===== config.mk =====
export PLATFORM = sky130hd
export DESIGN_NAME = pipe_adder
export DESIGN_NICKNAME = d
export VERILOG_FILES = /design/src/rtl/pipe_adder_pkg.sv /design/src/rtl/adder_slice.sv /design/src/rtl/pipe_adder.sv
export SDC_FILE = /design/constraint.sdc
export NUM_CORES = 1
export LEC_CHECK = 0
export ABC_AREA = 1
export ABC_CLOCK_PERIOD_IN_PS = 1620
export CORE_ASPECT_RATIO = 0.5
export CORE_MARGIN = 4
export CORE_UTILIZATION = 48
export DETAILED_ROUTE_END_ITERATION = 7
export PLACE_DENSITY = 0.78
export RECOVER_POWER = 100
export SETUP_SLACK_MARGIN = 0.2
export SLEW_MARGIN = 20
export SYNTH_ARGS = -nofsm -noshare
export SYNTH_HDL_FRONTEND = slang
export SYNTH_SLANG_ARGS = --single-unit

===== constraint.sdc =====
create_clock -name clk_in -period 1.62 [get_ports clk_in]
set_input_delay 0.162 -clock clk_in [delete_from_list [all_inputs] [get_ports clk_in]]
set_output_delay 0.162 -clock clk_in [all_outputs]
set_load 0.05 [all_outputs]

===== src/rtl/pipe_adder_pkg.sv =====
// Shared definitions for the pipelined carry-slice adder: default geometry,
// the per-stage control record and elaboration-time geometry helpers.
package pipe_adder_pkg;

  localparam int DEF_WIDTH  = 16;
  localparam int DEF_STAGES = 4;

  // Control half of a stage record; the sum chunks and pending operand
  // chunks are sized per stage inside the top level.
  typedef struct packed {
    logic vld;
    logic cry;
  } stage_ctl_t;

  // True when the operand width splits evenly into non-empty slices.
  function automatic bit geometry_ok(input int width, input int stages);
    return (width >= 1) && (stages >= 1) && (stages <= width) &&
           ((width % stages) == 0);
  endfunction

  // Bits handled by each carry slice.
  function automatic int chunk_w(input int width, input int stages);
    return width / stages;
  endfunction

endpackage


===== src/rtl/adder_slice.sv =====
// One CHUNK-bit combinational adder slice of the pipe_adder carry chain.
// With PIPE_ADDER_OVF_EN defined it also exposes the carry into its MSB.
module adder_slice
  import pipe_adder_pkg::*;
#(
  parameter int CHUNK = 4
) (
  input  logic [CHUNK-1:0] a,
  input  logic [CHUNK-1:0] b,
  input  logic             cin,
  output logic [CHUNK-1:0] sum,
  output logic             cout
`ifdef PIPE_ADDER_OVF_EN
  ,
  output logic             msb_cin
`endif
);

  logic [CHUNK:0] total;

  assign total = {1'b0, a} + {1'b0, b} + {{CHUNK{1'b0}}, cin};
  assign sum   = total[CHUNK-1:0];
  assign cout  = total[CHUNK];

`ifdef PIPE_ADDER_OVF_EN
  // The sum bit is a ^ b ^ carry-in, so the MSB carry-in falls out directly.
  assign msb_cin = total[CHUNK-1] ^ a[CHUNK-1] ^ b[CHUNK-1];
`endif

endmodule


===== src/rtl/pipe_adder.sv =====
// Pipelined WIDTH-bit adder built from STAGES registered carry slices with
// valid/ready flow control. The whole pipeline advances as one unit.
// Optional feature: define PIPE_ADDER_OVF_EN to add the registered signed
// overflow output ovf_out.
module pipe_adder
  import pipe_adder_pkg::*;
#(
  parameter int WIDTH  = DEF_WIDTH,
  parameter int STAGES = DEF_STAGES
) (
  input  logic             clk_in,
  input  logic             rst_n_in,
  input  logic [WIDTH-1:0] a_in,
  input  logic [WIDTH-1:0] b_in,
  input  logic             carry_in,
  input  logic             valid_in,
  output logic             ready_out,
  output logic [WIDTH-1:0] sum_out,
  output logic             carry_out,
  output logic             valid_out,
  input  logic             ready_in
`ifdef PIPE_ADDER_OVF_EN
  ,
  output logic             ovf_out
`endif
);

  localparam int CHUNK = chunk_w(WIDTH, STAGES);

  if (!geometry_ok(WIDTH, STAGES)) begin : g_bad_geometry
    $error("pipe_adder: WIDTH must be a non-zero multiple of STAGES");
  end

  // Every stage moves together, so the head being stuck stalls everything;
  // ready_out never depends on valid_in.
  logic advance;
  assign advance   = !valid_out || ready_in;
  assign ready_out = advance;

  for (genvar k = 0; k < STAGES; k++) begin : g_stg
    localparam int LO = k * CHUNK;    // lowest bit this stage adds
    localparam int HI = LO + CHUNK;   // bits of sum complete after this stage

    logic [CHUNK-1:0] a_c;
    logic [CHUNK-1:0] b_c;
    logic [CHUNK-1:0] s_c;
    logic             c_in;
    logic             c_out;
    logic             vld_src;
    logic [HI-1:0]    sum_d;
    stage_ctl_t       ctl_p;
    logic [HI-1:0]    sum_p;
`ifdef PIPE_ADDER_OVF_EN
    logic             msb_c;
`endif

    if (k == 0) begin : g_src
      assign a_c     = a_in[CHUNK-1:0];
      assign b_c     = b_in[CHUNK-1:0];
      assign c_in    = carry_in;
      assign vld_src = valid_in;
      assign sum_d   = s_c;
    end else begin : g_src
      assign a_c     = g_stg[k-1].g_skew.pa_p[CHUNK-1:0];
      assign b_c     = g_stg[k-1].g_skew.pb_p[CHUNK-1:0];
      assign c_in    = g_stg[k-1].ctl_p.cry;
      assign vld_src = g_stg[k-1].ctl_p.vld;
      assign sum_d   = {s_c, g_stg[k-1].sum_p};
    end

    adder_slice #(
      .CHUNK (CHUNK)
    ) u_slice (
      .a       (a_c),
      .b       (b_c),
      .cin     (c_in),
      .sum     (s_c),
      .cout    (c_out)
`ifdef PIPE_ADDER_OVF_EN
      ,
      .msb_cin (msb_c)
`endif
    );

    // Upper operand chunks not yet added ride forward with the carry.
    if (k < STAGES - 1) begin : g_skew
      logic [WIDTH-HI-1:0] pa_d;
      logic [WIDTH-HI-1:0] pb_d;
      logic [WIDTH-HI-1:0] pa_p;
      logic [WIDTH-HI-1:0] pb_p;

      if (k == 0) begin : g_first
        assign pa_d = a_in[WIDTH-1:HI];
        assign pb_d = b_in[WIDTH-1:HI];
      end else begin : g_first
        assign pa_d = g_stg[k-1].g_skew.pa_p[WIDTH-LO-1:CHUNK];
        assign pb_d = g_stg[k-1].g_skew.pb_p[WIDTH-LO-1:CHUNK];
      end

      // Skew registers: data only, no reset needed.
      always_ff @(posedge clk_in) begin
        if (advance) begin
          pa_p <= pa_d;
          pb_p <= pb_d;
        end
      end
    end

    if (k == STAGES - 1) begin : g_reg
`ifdef PIPE_ADDER_OVF_EN
      logic ovf_p;

      // Signed overflow: carry into the MSB disagrees with carry out of it.
      always_ff @(posedge clk_in) begin
        if (!rst_n_in) begin
          ovf_p <= 1'b0;
        end else if (advance) begin
          ovf_p <= msb_c ^ c_out;
        end
      end
`endif

      // Output stage: visible registers are cleared so reset shows zeros.
      always_ff @(posedge clk_in) begin
        if (!rst_n_in) begin
          ctl_p <= '0;
          sum_p <= '0;
        end else if (advance) begin
          ctl_p.vld <= vld_src;
          ctl_p.cry <= c_out;
          sum_p     <= sum_d;
        end
      end
    end else begin : g_reg
      // Inner stage: only the valid bit is reset; data just follows advance.
      always_ff @(posedge clk_in) begin
        if (advance) begin
          ctl_p.cry <= c_out;
          sum_p     <= sum_d;
        end
        if (!rst_n_in) begin
          ctl_p.vld <= 1'b0;
        end else if (advance) begin
          ctl_p.vld <= vld_src;
        end
      end
    end
  end

  assign valid_out = g_stg[STAGES-1].ctl_p.vld;
  assign carry_out = g_stg[STAGES-1].ctl_p.cry;
  assign sum_out   = g_stg[STAGES-1].sum_p;
`ifdef PIPE_ADDER_OVF_EN
  assign ovf_out   = g_stg[STAGES-1].g_reg.ovf_p;
`endif

endmodule


# [Word-level counts from Yosys, hierarchy flattened]
# Cells that the tools add are included.
[classes] n_reduce_logical=2 add_sub_neg=8
[op_table] operator="adder 4 x 4 -> 5 bit" count=4
[op_table] operator="adder 5 x 1 -> 5 bit" count=4
[op_table] operator="logical NOT 1 bit" count=1
[op_table] operator="logical OR 1 bit" count=1
[totals] wordCells=28 regBits=96 input_bits=37

# [Longest topological paths before layout]
# Gate-level depths: netlist (run 1).
[logic_depth] ltp_word=2 ltp_mapped=9 mapped_depth_nobuf=9

# [Cells and area by module]
# Synthesis (run 1) repeated with hierarchy kept, for this count alone.
[hier_totals] cells_unflattened=305 hier_area_um2=3783.6
[modules_own_cells] mod="pipe_adder" area_per_inst_um2=3138.0 instances=1 seq_area_each_um2=2672.6 cells_per_inst=209
[modules_own_cells] mod="adder_slice at g_stg[0].u_slice ..." area_per_inst_um2=165.2 instances=3 seq_area_each_um2=0.0 cells_per_inst=25
[modules_own_cells] mod="adder_slice at g_stg[3].u_slice" area_per_inst_um2=150.1 instances=1 seq_area_each_um2=0.0 cells_per_inst=21

# [Worst setup path after synthesis (run 1)]
# OpenSTA, ideal clock, no wires.
[synth_timing] path_type="register to register" from="register g_stg[1].g_skew.pa_p[0]" to="register g_stg[2].sum_p[10] (data pin)" setup_ps=261 t_arrival_ps=1389 stages_incl_launch_ff=4 setup_slack_ps=-30 path_cell_list="edfxtp_1 > fa_1 > fa_1 > xor2_1"
[synth_between] elab_chain_cells=2
[synth_lines] element="from (decl)" line="pipe_adder.sv:89" rtl="logic [WIDTH-HI-1:0] pa_p;"
[synth_lines] element="from (signal assigned)" line="pipe_adder.sv:103" rtl="pa_p <= pa_d;"
[synth_lines] element="adder 4 x 4 -> 5 bit" line="adder_slice.sv:21" rtl="assign total = {1'b0, a} + {1'b0, b} + {{CHUNK{1'b0}}, cin};"
[synth_lines] element="adder 5 x 1 -> 5 bit" line="adder_slice.sv:21"
[synth_lines] element="via g_stg[2].s_c[2]" line="pipe_adder.sv:46" rtl="logic [CHUNK-1:0] s_c;"
[synth_lines] element="to (signal assigned)" line="pipe_adder.sv:139" rtl="sum_p <= sum_d;"
[synth_lines] element="to (decl)" line="pipe_adder.sv:52" rtl="logic [HI-1:0] sum_p;"
# The timed path passes the listed nets, and every way through them passes these cells.
# A chain may end at the register's enable or synchronous reset.

# [Final worst setup path (run 1)]
# Same ends and word-level chain as after synthesis.

==> flow_summary.ini, run 1 <==
[timing]
fin_crit_sh_pct = 99.1
drv_slew = 0
tightestPinTransition_ns = 0.793
rsz0062_at_grt = true
max_freq_ghz = 0.623
hold_viol_final = 0
clock_skew_ns = 0.00568
setup_tns_ns = 0
min_period_ns = 1.60
slew_headroom_pct = 47.1
finalSetupViolCount = 0

[placement]
port-buffer-count = 55
gp_congestion = 0.805
dp.final_hpwl_mm = 3.83

[synthesis]
syn_avg_cell_area_sq_um = 15.3
synth_most_common_cell = edfxtp_1
synthFlopType = edfxtp_1
yosysUniqueCellTypes = 21
yosys_warnings = 0
ys_seq_area_share_pct = 75.2
synth-edff-count = 75
yosysTopAreaCell = edfxtp_1
synth_top_cell_area_share_pct = 63.4
syn_area_sq_um = 3550
yosys_register_bits = 96
synthCells = 232
async_reset_ff_share_pct = 0
syn-num-nets = 289
synthTopCellsByArea = edfxtp_1, dfxtp_1, fa_1
synthTopCellsByCount = edfxtp_1, nor2_1, dfxtp_1

[min_path]
hold_class = input pin to flip-flop
holdPathStages = 3
hp-start = valid_in
holdPathEnd = g_stg[1].vld_src

[critical_path]
cp-end-kind = flip-flop
cp.required_ns = 1.71
start_kind = flip-flop
path_class = flip-flop to flip-flop
cp-startpoint = g_stg[1].g_skew.pa_p[0]
r2r-end = g_stg[2].sum_p[10]
ff2ff_setup_slack_ns = 0.02
crit_path_max_fanout = 2
reg2regPathDepth = 3
r2r-start = g_stg[1].g_skew.pa_p[0]
arrival_ns = 1.70

[pwr]
ir_worst_vdd_mv = 0.707
p_total_mw = 6.30
leakagePower_nw = 1.77
powerDensity_nw_per_um2 = 1400

[floorplanning]
die-area_sq_um = 8930
num_rows = 21
io_pins = 56
die_w_microns = 130
die_h_microns = 68.9
start_util_pct = 51.2
coreArea_sq_um = 6940

[global_route]
grt_max_degree = 48
grt_usage_pct = 14.7
grt_first_pass_wirelength_mm = 9.46
gr-total-overflow = 0
grt_antenna_before_repair = 0
grt_pass1_vias = 2036

[cts]
clkSinkCount = 96
cts_buffers = 9
path_clk_slew_ns = 0.06
root_buffer = clkbuf_16
insertion_delay_ns = 0.34
cts_hold_buf = 0
ctsLongestPathBuffers = 2
htree_num_levels = 3
cts_tree = yes

[route]
ant_nets = 0
drt_wl_total_mm = 6.03
wl_per_cell_microns = 15.2
drtPass1Iterations = 4
drtIter0Drc = 156
via_count = 1951
wl_met2_mm = 3.08
highest_layer = met4
vias_per_cell = 4.93
dr_wl_met3_microns = 315
wl_met1_mm = 2.53
drc = 0

[cells_and_area]
syn2layout_area_growth_pct = 27.0
layout-drive-gt1-share_pct = 12.8
fillCellCount = 526
nets = 356
register_area_sq_um = 2670
n_antenna_cell = 0
fin_util_pct = 65.1
multiInputGateArea_sq_um = 821

[flow_run]
drv_cap = 0

[status]
status = completed
==> repair_timing <==
action                     CTS  global route
pin swaps                    4             4
gates cloned                 0             1
gates resized for setup      4            17
setup buffers                1             0
setup endpoints to repair    9            14
==> state kept, by name (all words and copies together) (netlist names) <==
register           flops
g_stg.g_skew.pa_p     24
g_stg.g_skew.pb_p     24
g_stg.sum_p           24
sum_out               16
g_stg.c_in             3
g_stg.vld_src          3
carry_out              1
valid_out              1
==> per-stage QoR <==
stage	setup WS [ns]	hold WS (ns)	instances	cell area, sq um
after global placement	-0.0787	0.400	378	4200
after detailed placement	-0.124	0.405	378	4200
after global routing	-0.0108	0.414	396	4520
after floorplan	0.0701	0.261	232	3580
after CTS	0.0174	0.363	395	4550
final	0.0153	0.411	396	4520
==> worst max path at each step <==
stage,end,slack [ns],cells after the start
6_report,g_stg[2].sum_p[10],0.02,3
2_1_floorplan,g_stg[2].sum_p[10],0.07,3
5_1_grt,g_stg[2].sum_p[10],-0.01,3
4_1_cts,g_stg[2].sum_p[10],0.02,3
3_5_place_dp,g_stg[0].sum_p[1],-0.12,5
3_3_place_gp,g_stg[0].sum_p[1],-0.08,5
==> report_power, final <==
part | switching [mW] | leakage (nW) | total (mW) | internal, mW
sequential | 0.120 | 0.967 | 3.14 | 3.02
combinational | 0.529 | 0.645 | 0.811 | 0.282
clock | 0.857 | 0.161 | 2.35 | 1.49
total | 1.51 | 1.77 | 6.30 | 4.79
==> cells by family (layout without fill, tap and decap cells) <==
family | after synthesis | after routing | share of synthesized area [%]
AO/OA/AOI/OAI | 36 | 36 | 5.14
XOR/XNOR | 7 | 7 | 1.72
adder cells (fa/ha/maj) | 20 | 20 | 8.73
buffers and inverters | 26 | 98 | 3.80
flip-flops | 96 | 96 | 75.2
AND/OR/NAND/NOR | 47 | 47 | 5.42
==> placed cells by master (no fill, tap or decap), drive strengths merged <==
cell           instances
nor2                  30
buf                    2
clkbuf                32
xnor2                  2
o21ai                 23
clkdlybuf4s50         10
fa                     8
clkinvlp               1
dlygate4sd3           26
clkinv                 4
nand3                  7
ha                    12
xor2                   5
a21boi                 1
nand2                 10
a21oi                 12
bufinv                 3
edfxtp                75
dfxtp                 21
inv                   20
==> critical path: stages (launching register included) <==
cell and delay (ns):
edfxtp_1 0.40, fa_2 0.42, fa_2 0.37, xor2_1 0.17
==> layer usage <==
metal | global-route usage (%) | up-vias
met5 | 0 | -
met4 | 7.51 | 0
met3 | 6.23 | 11
met2 | 24.7 | 49
met1 | 16.4 | 945
li1 | - | 946
==> layout make-up <==
cell class	instances	share of cell area [%]
flip-flops and latches	96	59.2
multi-input cells	110	18.2
repair buffers	61	10.8
clock buffers	9	4.99
well taps	92	2.55
clock inverters	7	2.44
inverters	21	1.86
(Power assumes the default switching activity.)
==> run 2: changes to the inputs <==
Settings changed: ABC_CLOCK_PERIOD_IN_PS 1620 to 1610, CORE_UTILIZATION 48 to 49, PLACE_DENSITY 0.78 to 0.77.
Clock period 1.62 ns to 1.61 ns, I/O delays scaled along.
==> run 2 against run 1 <==
Effect of this change: setup slack got worse by 0.028 ns; power is 0.98% higher; sequential power about the same; the run now ends with setup timing left; routed wire length is 2.2% higher; via count fell by 0.67%.
==> flow_summary.ini, run 2 (synthesized netlist as in run 1, its figures left out) <==
[status]
status = finished, violations left
violations = setup timing

[timing]
finalSetupViolCount = 2
clock_skew_ns = 0.00542
hold_slack_ns = 0.400
min_period_ns = 1.62
rsz0062_at_grt = true
slew_headroom_pct = 50.8
layout_setup_ws_ns = -0.0132
drv_slew = 0
fin_crit_sh_pct = 101
max_freq_ghz = 0.616
hold_viol_final = 0
tightestPinTransition_ns = 0.737

[critical_path]
slowest_stage = fa_2
arrival_ns = 1.72
cp-end-kind = flip-flop
path_buf_inv = 0
r2r-start = g_stg[1].g_skew.pa_p[0]
path_common_cell = fa_2
path_class = flip-flop to flip-flop
start_kind = flip-flop
crit_chain = fa_2 > fa_2 > xor2_1
crit_family = adder cells
crit_path_max_fanout = 2
cp-startpoint = g_stg[1].g_skew.pa_p[0]
cp.required_ns = 1.70
slowest_delay_ns = 0.42

[floorplanning]
die_w_microns = 128
die-area_sq_um = 8760
coreArea_sq_um = 6860
start_util_pct = 51.8
die_h_microns = 68.2
num_rows = 21
io_pins = 56

[cells_and_area]
syn2layout_area_growth_pct = 26.9
largestRegisters = g_stg.g_skew.pa_p (24), g_stg.g_skew.pb_p (24), g_stg.sum_p (24)
register_area_sq_um = 2670
mostFrequentLayoutCells = edfxtp_1, nor2_1, dlygate4sd3_1
fin_util_pct = 65.8
layout-drive-gt1-share_pct = 12.1
nets = 359
final_common_cell = edfxtp_1
multiInputGateArea_sq_um = 811
fillCellCount = 517
n_antenna_cell = 0
stdcell_count = 399

[global_route]
grt_first_pass_wirelength_mm = 10.0
grt_pass1_vias = 2055
grt_antenna_before_repair = 0
grt_usage_pct = 15.8
grt_max_degree = 32
gr-total-overflow = 0

[route]
drtPass1Iterations = 4
via_count = 1938
ant_nets = 0
drt_wl_total_mm = 6.16
drtIter0Drc = 144
vias_per_cell = 4.86
wl_per_cell_microns = 15.4
drc = 0

[cts]
ctsLongestPathBuffers = 2
root_buffer = clkbuf_16
htree_num_levels = 3
clkSinkCount = 96
path_clk_slew_ns = 0.06
cts_buffers = 9
cts_tree = yes
insertion_delay_ns = 0.34

[pwr]
ir_worst_vdd_mv = 0.713
powerDensity_nw_per_um2 = 1410
leakagePower_nw = 1.77

[placement]
dp.final_hpwl_mm = 3.88
dp.cells = 382
port-buffer-count = 55
gp_congestion = 0.699

[min_path]
hold_class = input pin to flip-flop
hp-start = valid_in

[flow_run]
drv_cap = 0
-- run 2: changes by cell type in the layout (fill, tap and decap cells not counted), moves of 2 or more --
cell,change
o21ai_0,-3
nand3_1,+2
clkinv_1,-2
o21ai_1,+2
nand3_2,-2
inv_1,+2
clkbuf_4,+2
clkbuf_1,+3
-- run 2: final timing paths --
check / end / depth (start not counted) / slack (ns)
hold reg to reg: g_stg[1].g_skew.pa_p[7] / 0 / 0.42
setup reg to reg: g_stg[2].sum_p[10] / 3 / -0.01
hold / removal: g_stg[1].vld_src / 3 / 0.40
setup / recovery: g_stg[2].sum_p[10] / 3 / -0.01
-- run 2: area by class of cell --
| class | count | share of cell area, % |
|---|---|---|
| clock inverters | 6 | 2.38 |
| inverters | 21 | 1.75 |
| repair buffers | 64 | 11.0 |
| well taps | 92 | 2.55 |
| multi-input cells | 110 | 18.0 |
| flip-flops and latches | 96 | 59.2 |
| clock buffers | 10 | 5.07 |
-- run 2: per-layer routing --
layer  vias up  global-route usage [%]  wire length (microns)
li1        950                       -                      -
met1       923                    17.1                   2470
met2        55                    28.4                   3210
met3        10                    5.92                    354
met4         0                    7.28                    119
met5         -                       0                      0
-- run 2: where the power goes --
part | internal, mW | switching, mW
registers | 3.04 | 0.126
logic | 0.275 | 0.528
clock network | 1.51 | 0.883
-- run 2: what timing repair did --
action / in CTS / in global routing
setup endpoints to repair: 10 / 15
hold buffers: 0 / 0
setup buffers: 0 / 0
pin swaps: 3 / 4
hold endpoints to repair: 0 / 0
cloned: 1 / 0
resized for setup: 6 / 15
-- run 2: through the flow --
| stage | setup TNS (ns) | instance area (sq um) | worst slack (ns) | power (mW) |
|---|---|---|---|---|
| detailed placement | -0.300 | 4230 | -0.109 | 4.05 |
| floorplan | 0 | 3580 | 0.0601 | 3.72 |
| global route | -0.0676 | 4510 | -0.0361 | 6.62 |
| finish | -0.0206 | 4510 | -0.0132 | 6.36 |
| global placement | -0.177 | 4230 | -0.0866 | 3.99 |
| CTS | -0.0351 | 4620 | -0.0246 | 6.48 |
-- run 2: worst min-delay path, delay by kind of cell --
kind | cells | cell delay, ns
buffers and inverters | 1 | 0.40
and+or+nand+nor | 2 | 0.15
==> run 3: changes to the inputs <==
Settings changed: CELL_PAD_IN_SITES_DETAIL_PLACEMENT set to 0, CELL_PAD_IN_SITES_GLOBAL_PLACEMENT set to 1, CORE_UTILIZATION 49 to 44, PLACE_DENSITY 0.77 to 0.82.
==> run 3 against run 2 <==
Effect of this change: via count down 2.1%; global-route usage down 3.1 points; largest power group unchanged; sequential cell count unchanged; the run still ends with setup timing left; utilization down 7.2 points; routed wire length down 7.2%; clock-buffer cell count up 1; design area down 1.4%; die area up 10%; critical endpoint unchanged; combinational power down 2.5%; first-iteration DRC count down 13%; non-clock buffer count unchanged; final cell count up 4.0%.
==> flow_summary.ini, run 3 (synthesized netlist as in run 1, its figures left out) <==
[status]
status = finished, violations left
violations = setup timing

[global_route]
grt_pass1_vias = 2021
grt_first_pass_wirelength_mm = 9.40
gr-total-overflow = 0
grt_antenna_before_repair = 0
grt_max_degree = 34
grt_usage_pct = 12.8

[cells_and_area]
final_common_cell = edfxtp_1
largestRegisters = g_stg.g_skew.pa_p (24), g_stg.g_skew.pb_p (24), g_stg.sum_p (24)
mostFrequentLayoutCells = edfxtp_1, nor2_1, dlygate4sd3_1
n_antenna_cell = 0
stdcell_count = 415
syn2layout_area_growth_pct = 25.2
design_area_sq_um = 4450
fin_util_pct = 58.6
layout-drive-gt1-share_pct = 11.7
nets = 359

[timing]
min_period_ns = 1.62
rsz0062_at_grt = true
hold_viol_final = 0
clock_skew_ns = 0.00660
drv_slew = 0
layout_setup_ws_ns = -0.00764
finalSetupViolCount = 1
max_freq_ghz = 0.618
slew_headroom_pct = 58.0
fin_crit_sh_pct = 100
hold_slack_ns = 0.414
tightestPinTransition_ns = 0.632

[floorplanning]
die-area_sq_um = 9670
die_w_microns = 135
start_util_pct = 46.8
coreArea_sq_um = 7600
io_pins = 56
num_rows = 22
die_h_microns = 71.6

[pwr]
powerDensity_nw_per_um2 = 1320
leakagePower_nw = 1.74
ir_worst_vdd_mv = 0.597

[critical_path]
cp-end-kind = flip-flop
cp.required_ns = 1.69
start_kind = flip-flop
path_class = flip-flop to flip-flop
slowest_stage = fa_2
slowest_delay_ns = 0.42
arrival_ns = 1.69
ff2ff_setup_slack_ns = -0.008
crit_path_max_fanout = 2
path_common_cell = fa_2
crit_chain = fa_2 > fa_2 > xor2_1
reg2regPathDepth = 3

[cts]
ctsLongestPathBuffers = 2
cts_buffers = 9
path_clk_slew_ns = 0.06
clkSinkCount = 96
root_buffer = clkbuf_16
insertion_delay_ns = 0.33
cts_hold_buf = 0
cts_tree = yes
htree_num_levels = 3

[placement]
port-buffer-count = 55
placed_cell_area_sq_um = 4240
dp.cells = 396
gp_congestion = 0.783
dp.final_hpwl_mm = 3.80

[route]
vias_per_cell = 4.57
drtIter0Drc = 125
drt_wl_total_mm = 5.72
ant_nets = 0
wl_per_cell_microns = 13.8
drtPass1Iterations = 4
drc = 0
via_count = 1898

[min_path]
holdPathStages = 3
hold_class = input pin to flip-flop

[flow_run]
drv_cap = 0
[run 3: cell count changes in the layout (fill, tap and decap cells not counted), moves of 2 or more]
cell       previous run  this run
bufinv_16             3         0
clkbuf_4              3         1
o21ai_0              18        20
o21ai_2               2         0
[run 3: critical path, delay by kind of cell (launching register included)]
kind	cells	cell delay, ns
fa+ha+maj	2	0.78
flops	1	0.41
xor+xnor	1	0.17
[run 3: per-stage QoR]
| stage | power (mW) | TNS, ns | setup slack [ns] |
|---|---|---|---|
| detailed placement | 4.05 | -0.283 | -0.0973 |
| finish | 5.86 | -0.00764 | -0.00764 |
| CTS | 6.02 | -0.0121 | -0.0121 |
| global placement | 4.00 | -0.171 | -0.0798 |
| global route | 6.14 | -0.0664 | -0.0275 |
| floorplan | 3.72 | 0 | 0.0601 |
[run 3: timing repair]
item / in CTS / in global routing
buffers inserted: 2 / 0
hold endpoints to repair: 0 / 0
gates cloned: 1 / 0
gates resized for setup: 10 / 6
setup endpoints to repair: 11 / 13
pin swaps: 6 / 2
[run 3: final timing paths]
| check | end | start |
|---|---|---|
| worst max-delay path | g_stg[2].sum_p[10] | g_stg[2].c_in |
| worst min-delay path | g_stg[1].vld_src | valid_in |
| worst max register to register | g_stg[2].sum_p[10] | g_stg[2].c_in |
| worst min register to register | g_stg[1].g_skew.pb_p[1] | g_stg[0].g_skew.pb_p[5] |
[run 3: routing by layer]
metal / global-route usage, % / vias to the layer above / share of wire, %
met5: 0 / - / 0
met4: 5.59 / 0 / 1.6
met2: 21.8 / 35 / 50
met1: 14.7 / 905 / 44
li1: - / 950 / -
met3: 4.70 / 8 / 4.4
[run 3: report_power, final]
part	leakage, nW	internal [mW]	switching (mW)	total [mW]
clock	0.136	1.09	0.838	1.92
combinational	0.637	0.265	0.518	0.783
sequential	0.967	3.04	0.119	3.16
[run 3: area by class of cell]
class	instances	area, sq um
clock inverter	5	31.3
sequential	96	2670
tap	108	135
clock buffer	11	243
multi-input combinational	110	793
fill	623	3150
inverter	21	78.8
timing repair buffer	64	495
